`src/rtl/instr_mem_resp_if.sv`:
```
// ---------------------------------------------------------------------------
// instr_mem_resp_if
// Bus between the fetch/load side (master) and the instruction-memory
// responder (slave).
//   load_start, load_wr, load_data, load_last : program-load controls
//   fetch_en, instr_addr, flush               : fetch request from the PC
//   instr_out, instr_valid                    : fetched instruction word
//   load_cnt, state_out, halt_out             : status
//   addr_err                                  : sticky out-of-range fetch flag,
//                                               present only when
//                                               ADDR_RANGE_CHECK_EN is defined
// ---------------------------------------------------------------------------
interface instr_mem_resp_if #(
  parameter int IW = 9,
  parameter int AW = 8
);
  logic          load_start;
  logic          load_wr;
  logic [IW-1:0] load_data;
  logic          load_last;
  logic          fetch_en;
  logic [15:0]   instr_addr;
  logic          flush;
  logic [IW-1:0] instr_out;
  logic          instr_valid;
  logic [AW:0]   load_cnt;
  logic [1:0]    state_out;
  logic          halt_out;
`ifdef ADDR_RANGE_CHECK_EN
  logic          addr_err;
`endif

  modport master (
    output load_start, load_wr, load_data, load_last,
    output fetch_en, instr_addr, flush,
`ifdef ADDR_RANGE_CHECK_EN
    input  addr_err,
`endif
    input  instr_out, instr_valid, load_cnt, state_out, halt_out
  );

  modport slave (
    input  load_start, load_wr, load_data, load_last,
    input  fetch_en, instr_addr, flush,
`ifdef ADDR_RANGE_CHECK_EN
    output addr_err,
`endif
    output instr_out, instr_valid, load_cnt, state_out, halt_out
  );
endinterface

```
`src/rtl/instr_mem_resp.sv`:
```
// ---------------------------------------------------------------------------
// instr_mem_resp
// Instruction-memory responder at the far end of the fetch path.
//   - IDLE -> LOAD on load_start; LOAD writes words sequentially from word 0
//     and moves to RUN after the last word (load_last or the top word).
//   - RUN: an address sampled with fetch_en at edge N is read at edge N+1,
//     so instr_out/instr_valid reflect it after edge N+1. flush at the same
//     edge as fetch_en discards the request.
//   - Fetching HALT_OP sets sticky halt_out and freezes everything in HALT.
// Ports:
//   CLK        : clock, rising edge
//   reset_ctrl : synchronous active-high reset (memory contents are kept)
//   bus        : instr_mem_resp_if.slave (load, fetch and status signals)
// Configuration:
//   ADDR_RANGE_CHECK_EN : when defined, a fetch with instr_addr[15:AW] != 0
//   returns NOP_OP with instr_valid 1 and sets sticky bus.addr_err; when not
//   defined the upper address bits are ignored and addresses alias.
// ---------------------------------------------------------------------------
module instr_mem_resp #(
  parameter int            IW      = 9,
  parameter int            AW      = 8,
  parameter logic [IW-1:0] HALT_OP = 9'h1FF,
  parameter logic [IW-1:0] NOP_OP  = 9'h000
) (
  input logic              CLK,
  input logic              reset_ctrl,
  instr_mem_resp_if.slave  bus
);

  localparam int DEPTH = 2 ** AW;

  typedef enum logic [1:0] {
    ST_IDLE = 2'b00,
    ST_LOAD = 2'b01,
    ST_RUN  = 2'b10,
    ST_HALT = 2'b11
  } state_t;

  state_t        state_q, state_d;
  logic [AW-1:0] ptr_q, ptr_d;
  logic [AW:0]   cnt_q, cnt_d;
  logic          req_valid_q, req_valid_d;
  logic [AW-1:0] req_addr_q, req_addr_d;
  logic [IW-1:0] out_q, out_d;
  logic          valid_q, valid_d;
  logic          halt_q, halt_d;
  logic          mem_we;
  logic [IW-1:0] rd_data;
  logic          req_err_q, req_err_d;
  logic          addr_err_q, addr_err_d;
  logic          range_bad;

  logic [IW-1:0] mem [DEPTH];

  assign rd_data = mem[req_addr_q];

`ifdef ADDR_RANGE_CHECK_EN
  assign range_bad    = |bus.instr_addr[15:AW];
  assign bus.addr_err = addr_err_q;
`else
  // Upper address bits only alias into the memory in this build.
  logic unused_upper_addr;
  assign unused_upper_addr = ^bus.instr_addr[15:AW];
  assign range_bad         = 1'b0;
`endif

  // NOTE: every signal written here gets a default first, so no path through
  // the case statement leaves one unassigned and no latch is inferred.
  always_comb begin
    state_d     = state_q;
    ptr_d       = ptr_q;
    cnt_d       = cnt_q;
    req_valid_d = req_valid_q;
    req_addr_d  = req_addr_q;
    req_err_d   = req_err_q;
    out_d       = out_q;
    valid_d     = valid_q;
    halt_d      = halt_q;
    addr_err_d  = addr_err_q;
    mem_we      = 1'b0;

    unique case (state_q)
      ST_IDLE: begin
        if (bus.load_start) begin
          state_d = ST_LOAD;
          ptr_d   = '0;
        end
      end

      ST_LOAD: begin
        if (bus.load_wr) begin
          mem_we = 1'b1;
          ptr_d  = ptr_q + 1'b1;
          if (cnt_q != (AW+1)'(DEPTH)) cnt_d = cnt_q + 1'b1;
          if (bus.load_last || ptr_q == AW'(DEPTH - 1)) state_d = ST_RUN;
        end
      end

      ST_RUN: begin
        // Request stage: flush squashes the address sampled at this edge.
        req_valid_d = bus.fetch_en && !bus.flush;
        req_addr_d  = bus.instr_addr[AW-1:0];
        req_err_d   = range_bad;

        // Response stage: read the request captured at the previous edge.
        valid_d = req_valid_q;
        out_d   = NOP_OP;
        if (req_valid_q) begin
          if (req_err_q) begin
            addr_err_d = 1'b1;
          end else begin
            out_d = rd_data;
            if (rd_data == HALT_OP) begin
              halt_d  = 1'b1;
              state_d = ST_HALT;
            end
          end
        end
      end

      ST_HALT: begin
        // Everything holds until reset.
      end

      default: state_d = ST_IDLE;
    endcase
  end

  // NOTE: sequential state uses non-blocking assignments so every register
  // samples the pre-edge values, independent of statement order.
  always_ff @(posedge CLK) begin
    if (reset_ctrl) begin
      state_q     <= ST_IDLE;
      ptr_q       <= '0;
      cnt_q       <= '0;
      req_valid_q <= 1'b0;
      req_addr_q  <= '0;
      req_err_q   <= 1'b0;
      out_q       <= NOP_OP;
      valid_q     <= 1'b0;
      halt_q      <= 1'b0;
      addr_err_q  <= 1'b0;
    end else begin
      state_q     <= state_d;
      ptr_q       <= ptr_d;
      cnt_q       <= cnt_d;
      req_valid_q <= req_valid_d;
      req_addr_q  <= req_addr_d;
      req_err_q   <= req_err_d;
      out_q       <= out_d;
      valid_q     <= valid_d;
      halt_q      <= halt_d;
      addr_err_q  <= addr_err_d;
    end
  end

  // NOTE: the memory array has no reset; its contents must survive reset so
  // a program can be re-run, and leaving it out keeps it mappable to RAM.
  always_ff @(posedge CLK) begin
    if (mem_we) mem[ptr_q] <= bus.load_data;
  end

  assign bus.instr_out   = out_q;
  assign bus.instr_valid = valid_q;
  assign bus.load_cnt    = cnt_q;
  assign bus.state_out   = state_q;
  assign bus.halt_out    = halt_q;

endmodule

```
`src/flat_wrapper.sv`:
```
// flat-port wrapper written by rule: the top's interface ports become plain ports
module instr_mem_resp_flat 
#(
  parameter int            IW      = 9,
  parameter int            AW      = 8,
  parameter logic [IW-1:0] HALT_OP = 9'h1FF,
  parameter logic [IW-1:0] NOP_OP  = 9'h000
)
  (CLK, reset_ctrl, bus_load_start, bus_load_wr, bus_load_data, bus_load_last, bus_fetch_en, bus_instr_addr, bus_flush, bus_instr_out, bus_instr_valid, bus_load_cnt, bus_state_out, bus_halt_out);
  instr_mem_resp_if #(.IW(IW), .AW(AW)) bus_i ();
  input logic CLK;
  input logic reset_ctrl;
  input wire logic [$bits(bus_i.load_start)-1:0] bus_load_start;
  input wire logic [$bits(bus_i.load_wr)-1:0] bus_load_wr;
  input wire logic [$bits(bus_i.load_data)-1:0] bus_load_data;
  input wire logic [$bits(bus_i.load_last)-1:0] bus_load_last;
  input wire logic [$bits(bus_i.fetch_en)-1:0] bus_fetch_en;
  input wire logic [$bits(bus_i.instr_addr)-1:0] bus_instr_addr;
  input wire logic [$bits(bus_i.flush)-1:0] bus_flush;
  output wire logic [$bits(bus_i.instr_out)-1:0] bus_instr_out;
  output wire logic [$bits(bus_i.instr_valid)-1:0] bus_instr_valid;
  output wire logic [$bits(bus_i.load_cnt)-1:0] bus_load_cnt;
  output wire logic [$bits(bus_i.state_out)-1:0] bus_state_out;
  output wire logic [$bits(bus_i.halt_out)-1:0] bus_halt_out;
  assign bus_i.load_start = bus_load_start;
  assign bus_i.load_wr = bus_load_wr;
  assign bus_i.load_data = bus_load_data;
  assign bus_i.load_last = bus_load_last;
  assign bus_i.fetch_en = bus_fetch_en;
  assign bus_i.instr_addr = bus_instr_addr;
  assign bus_i.flush = bus_flush;
  assign bus_instr_out = bus_i.instr_out;
  assign bus_instr_valid = bus_i.instr_valid;
  assign bus_load_cnt = bus_i.load_cnt;
  assign bus_state_out = bus_i.state_out;
  assign bus_halt_out = bus_i.halt_out;
  instr_mem_resp #(.IW(IW), .AW(AW), .HALT_OP(HALT_OP), .NOP_OP(NOP_OP)) u_core (.CLK(CLK), .reset_ctrl(reset_ctrl), .bus(bus_i));
endmodule
```
`config.mk`:
```
export PLATFORM = sky130hd
export DESIGN_NAME = instr_mem_resp_flat
export DESIGN_NICKNAME = d
export VERILOG_FILES = /design/src/rtl/instr_mem_resp_if.sv /design/src/rtl/instr_mem_resp.sv /design/src/flat_wrapper.sv
export SDC_FILE = /design/constraint.sdc
export NUM_CORES = 2
export LEC_CHECK = 0
export BUFFER_PORTS_ARGS = -buffer_cell sky130_fd_sc_hd__buf_2
export CELL_PAD_IN_SITES_DETAIL_PLACEMENT = 1
export CELL_PAD_IN_SITES_GLOBAL_PLACEMENT = 2
export CORE_MARGIN = 5
export CORE_UTILIZATION = 50
export DETAILED_ROUTE_END_ITERATION = 7
export HOLD_SLACK_MARGIN = 0.15
export PLACE_DENSITY = 0.78
export RECOVER_POWER = 50
export REMOVE_ABC_BUFFERS = 1
export SLEW_MARGIN = 20
export SYNTH_ARGS = -nofsm -noshare
export SYNTH_HDL_FRONTEND = slang
export SYNTH_SLANG_ARGS = --single-unit
```
`constraint.sdc`:
```
create_clock -name CLK -period 3.6 [get_ports CLK]
set_input_delay 0.36 -clock CLK [delete_from_list [all_inputs] [get_ports CLK]]
set_output_delay 0.36 -clock CLK [all_outputs]
set_load 0.05 [all_outputs]
```
Word level (Yosys, flattened, before mapping):

Memory sizes are Yosys's and may differ from the RTL's. A register that Yosys moved wholly into a read port is not among the register bits.
Cells that the tools add are included.

* equal/unequal tests: 10
* reduce and logical (&&, ||, !) cells: 10
* muxes and demuxes: 16
* add/sub/neg operators: 2

Operators with widths (count)
* 8-bit 2-to-1 mux: 4
* 8-bit one-hot mux with 2 select lines: 1
* 2-bit 2-to-1 mux: 5
* 9-bit by 1-bit adder with 9-bit output, second input constant: 1
* 9-bit == test, second input constant: 1
* 9-bit 2-to-1 mux: 1
* 9-bit inequality test, second input constant: 1
* 3-bit AND reduction: 3
* 8-bit by 1-bit adder with 8-bit output, second input constant: 1
* 8-bit == test, second input constant: 1
* 2-bit by 1-bit inequality test with 1-bit output, second input constant: 3
* 2-bit one-hot mux with 3 select lines: 1
* 6-bit AND reduction: 1
* 1-bit 2-to-1 mux: 4
* 2-bit inequality test, second input constant: 2
* 3-bit nonzero test: 1
* 2-bit by 1-bit == test with 1-bit output, second input constant: 1
* 2-bit == test, second input constant: 1
* 2-bit logical NOT: 1
* 2-bit nonzero test: 1
* 1-bit logical AND: 1
* 1-bit logical NOT: 1
* 1-bit logical OR: 1

* output and inout bits: 22
* input bits: 32
* memories: 1
* flip-flop bits (word level): 39
* memory bits (writable): 2304

Memory list
* u_core.mem: words 256, width 9, rd ports 1, clocked after Yosys merged registers in 1, wr ports 1, line instr_mem_resp.sv:53 `logic [IW-1:0] mem [DEPTH];`

Longest topological paths before layout:

* word-level depth: 5
* mapped depth: 17
* mapped depth without buffers: 10

Least setup slack after synthesis:

No wires, ideal clock.

* path kind: flip-flop to flip-flop
* start point: reg with a tool-made name
* end point: reg u_core.state_q[1] (netlist: u_core.bus.state_out[1])
* stages on the path, launching flop included: 15
* setup slack: 0.308 ns
* arrival time: 3.196 ns
* data required time: 3.505 ns
* clock period less this slack: 3.292 ns
* path through: dfxtp_1 > buf_6 > buf_8 > buf_8 > buf_8 > buf_12 > buf_8 > buf_12 > a211oi_4 > nor4_2 > o32a_2 > o311ai_1 > or4b_2 > or4_1 > o311ai_1

RTL lines
* end signal, assigned: line instr_mem_resp.sv:144 `state_q <= state_d;`
* end, declared: line instr_mem_resp.sv:39 `state_t state_q, state_d;`

==> impl_metrics.json <==
{
  "cts_made_buffers": 232,
  "worst_pin_slew_ns": 2.904,
  "cts_buffer_depth": 3,
  "synthFlopType": "edfxtp_1",
  "crit_path_frequent_cell": "buf_4",
  "vias": 52580,
  "io_buffers": 45,
  "rsz0062_at_grt": "true",
  "syn_avg_cell_area_um2": 20.53,
  "syn2layout_area_growth_pct": 18.32,
  "synth_area_um2": 93030,
  "use_met1": 0.4168,
  "layoutNonFillerInstCount": 8110,
  "yosysMostFrequentCell": "edfxtp_1",
  "grt_util_met2": 0.4809,
  "cp_slowest_cell": "or4_4",
  "period_needed_ns": 3.802,
  "ctsHtreeMaxLevel": 4,
  "placed_cells": 7623,
  "fillers": 15850,
  "final_max_slew_viol_count": 1164,
  "grt_pass1_wl_um": 415100,
  "crit_path_cell_trace": "buf_4 -> buf_4 -> nor2b_4 -> a22oi_1 -> a21oi_2 -> nor4_2 -> buf_4 -> o32ai_1 -> or4_1 -> buf_6 -> o22a_2 -> or4_4 -> o311ai_2",
  "critPathKind": "reg2reg",
  "ys_types": 99,
  "clk_pin_slew_ns": 0.06,
  "syn_inst": 4532,
  "cts_root_buf": "clkbuf_16",
  "wl_per_cell_um": 36.67,
  "die_w_um": 441.4,
  "p_clk_frac": 0.363,
  "firstDrtPassIters": 5,
  "hold_viol_final": 0,
  "overflow": 0,
  "switchingPower_mw": 17.95,
  "synthArstFlopShare": 0,
  "synth-edff-count": 2304,
  "fin_skew_ns": 0.05146,
  "p_leak_nw": 35.53,
  "cpPeakStageDelay_ns": 0.55,
  "setup_viol": 25,
  "coreArea_um2": 185200,
  "gr-max-usage-layer": "met2",
  "ios": 54,
  "grt_pass1_vias": 53530,
  "rows": 158,
  "fin_ws_ns": -0.2021,
  "path_buf_inv": 4,
  "yosys.area.top_type_share": 0.7437,
  "antenna_found_initial": 23,
  "relSlewSlack": -0.9363,
  "grtUsageTotal": 0.3041,
  "power_density_nw_per_um2": 612.8,
  "cts.sinks": 2351,
  "crit_family": "simple AND/OR/NAND/NOR gates",
  "clock_latency_ns": 0.87,
  "met3_usage": 0.06010,
  "die_area_um2": 194800,
  "required_ns": 4.38,
  "crit_fanout": 12,
  "routed_wl_um": 297400,
  "yosys.area.top_type": "edfxtp_1",
  "clock.fmax_mhz": 263.0,
  "synthTopCellsByCount": "edfxtp_1, mux4_2, nor2_1",
  "hp-class": "in2reg",
  "place_ws_ns": -0.6862,
  "dp_hpwl_um": 196500,
  "first_iter_violations": 7629,
  "dieHeight_um": 441.4,
  "synth-seq-cells": 2351,
  "drtAntennaViolNets": 0,
  "yosysWarnings": 0,
  "p_int_mw": 49.51,
  "worstSetupEndpointType": "flip-flop",
  "pwr-share-comb": 0.188,
  "status": "complete, but fails checks",
  "switching_share": 0.2660,
  "start_util": 0.5022,
  "peakVddDrop_mv": 0.4354,
  "gp_congestion": 0.9280,
  "cp.arrival_ns": 4.58,
  "ys_seq_area_frac": 0.7538,
  "period_share": 1.056,
  "drc": 0,
  "tns_ns": -0.7664,
  "max_cap_viol_count": 13,
  "grt_max_degree": 133,
  "vias_per_cell": 6.483,
  "cts_tree": "built",
  "startpoint_type": "flip-flop",
  "layout-drive-gt1-share": 0.3042,
  "layout.nets": 5480,
  "pwr-share-seq": 0.449,
  "violations": "capacitance limit, slew limit, setup timing",
  "synth.area.top_cells": "edfxtp_1, mux4_2, mux4_1"
}
-- power groups by stage --
stage / clock [mW] / combinational (mW) / sequential (mW)
floorplan: 0 / 5.85 / 31.5
global placement: 0 / 11.5 / 30.8
detailed placement: 0 / 11.7 / 30.8
CTS: 24.8 / 12.3 / 30.2
global route: 26.2 / 12.9 / 30.2
finish: 24.5 / 12.7 / 30.3
-- tightest hold or removal path, cell delays in order --
cell and delay, ns:
dlygate4sd3_1 0.52, buf_2 0.10, mux2i_1 0.06, nor2_1 0.11
-- cells by family after synthesis --
family | Yosys count | share of synthesized area
fa+ha+maj | 11 | 0.001479
compound gates | 377 | 0.02857
mux | 794 | 0.1560
simple gates | 712 | 0.03528
buf+inv | 276 | 0.02387
xor+xnor | 11 | 0.001036
flops | 2351 | 0.7538
-- per-stage QoR --
stage / util / cell area [µm²] / hold WS (ns) / power [mW]
final: 0.5943 / 110100 / 0.3432 / 67.46
after global routing: 0.5942 / 110100 / 0.3749 / 69.37
after CTS: 0.5938 / 110000 / 0.1649 / 67.32
after detailed placement: 0.5476 / 101400 / 0.4564 / 42.55
after global placement: 0.5475 / 101400 / 0.4511 / 42.37
after floorplan: - / 90870 / 0.4291 / 37.36
-- cells in the final DEF (no fill, tap or decap), types with 41 or more instances in the layout --
master	instances
edfxtp_1	2304
buf_4	745
mux4_2	358
nor2_1	348
mux2i_1	276
clkbuf_16	241
nand2_1	141
mux4_1	124
a22oi_1	93
clkbuf_1	67
buf_12	66
a21oi_1	60
nand3_1	54
clkinv_2	48
clkinv_1	48
dfxtp_1	41
-- routing by layer --
metal,vias up,part of all wire
met2,3452,0.47
li1,20630,-
met4,2,0.052
met3,694,0.10
met1,27800,0.37
met5,-,0.000037
-- sequential cells by signal (all words and copies together), names as in the netlist, named ones only --
register / count
u_core.ptr_q: 8
u_core.bus.state_out: 2
u_core.req_addr_q: 8
u_core.bus.instr_valid: 1
u_core.bus.halt_out: 1
u_core.req_valid_q: 1
u_core.bus.instr_out: 9
u_core.mem: 2304
u_core.bus.load_cnt: 9
-- repair_timing --
action,4_1_cts,5_1_grt
endpoints found under the hold margin,344,1
gates resized for setup,90,39
setup buffers,16,11
pin swaps,17,7
hold buffers,28,1
setup endpoints to repair,12,10
cloned,0,4
-- path summary, 6_finish.rpt --
check / start / end / slack (ns) / cells past startpoint
worst max-delay path: flip-flop / u_core.bus.state_out[1] / -0.20 / 13
worst max register to register: flip-flop / u_core.bus.state_out[1] / -0.20 / 13
worst min register to register: u_core.bus.instr_out[0] / u_core.bus.instr_out[0] / 0.47 / 2
worst min-delay path: bus_instr_addr[6] / u_core.req_addr_q[6] / 0.34 / 4
-- area by class of cell --
class	count	area, µm²	area share
antenna	2	5.005	0.00004547
clock buffer	283	6173	0.05608
clock inverter	142	1490	0.01354
inverter	15	60.06	0.0005456
multi-input combinational	1905	21140	0.1920
sequential	2351	70150	0.6373
tap	2480	3103	0.02819
timing repair buffer	932	7958	0.07229
Power figures use the tool's default switching activity.
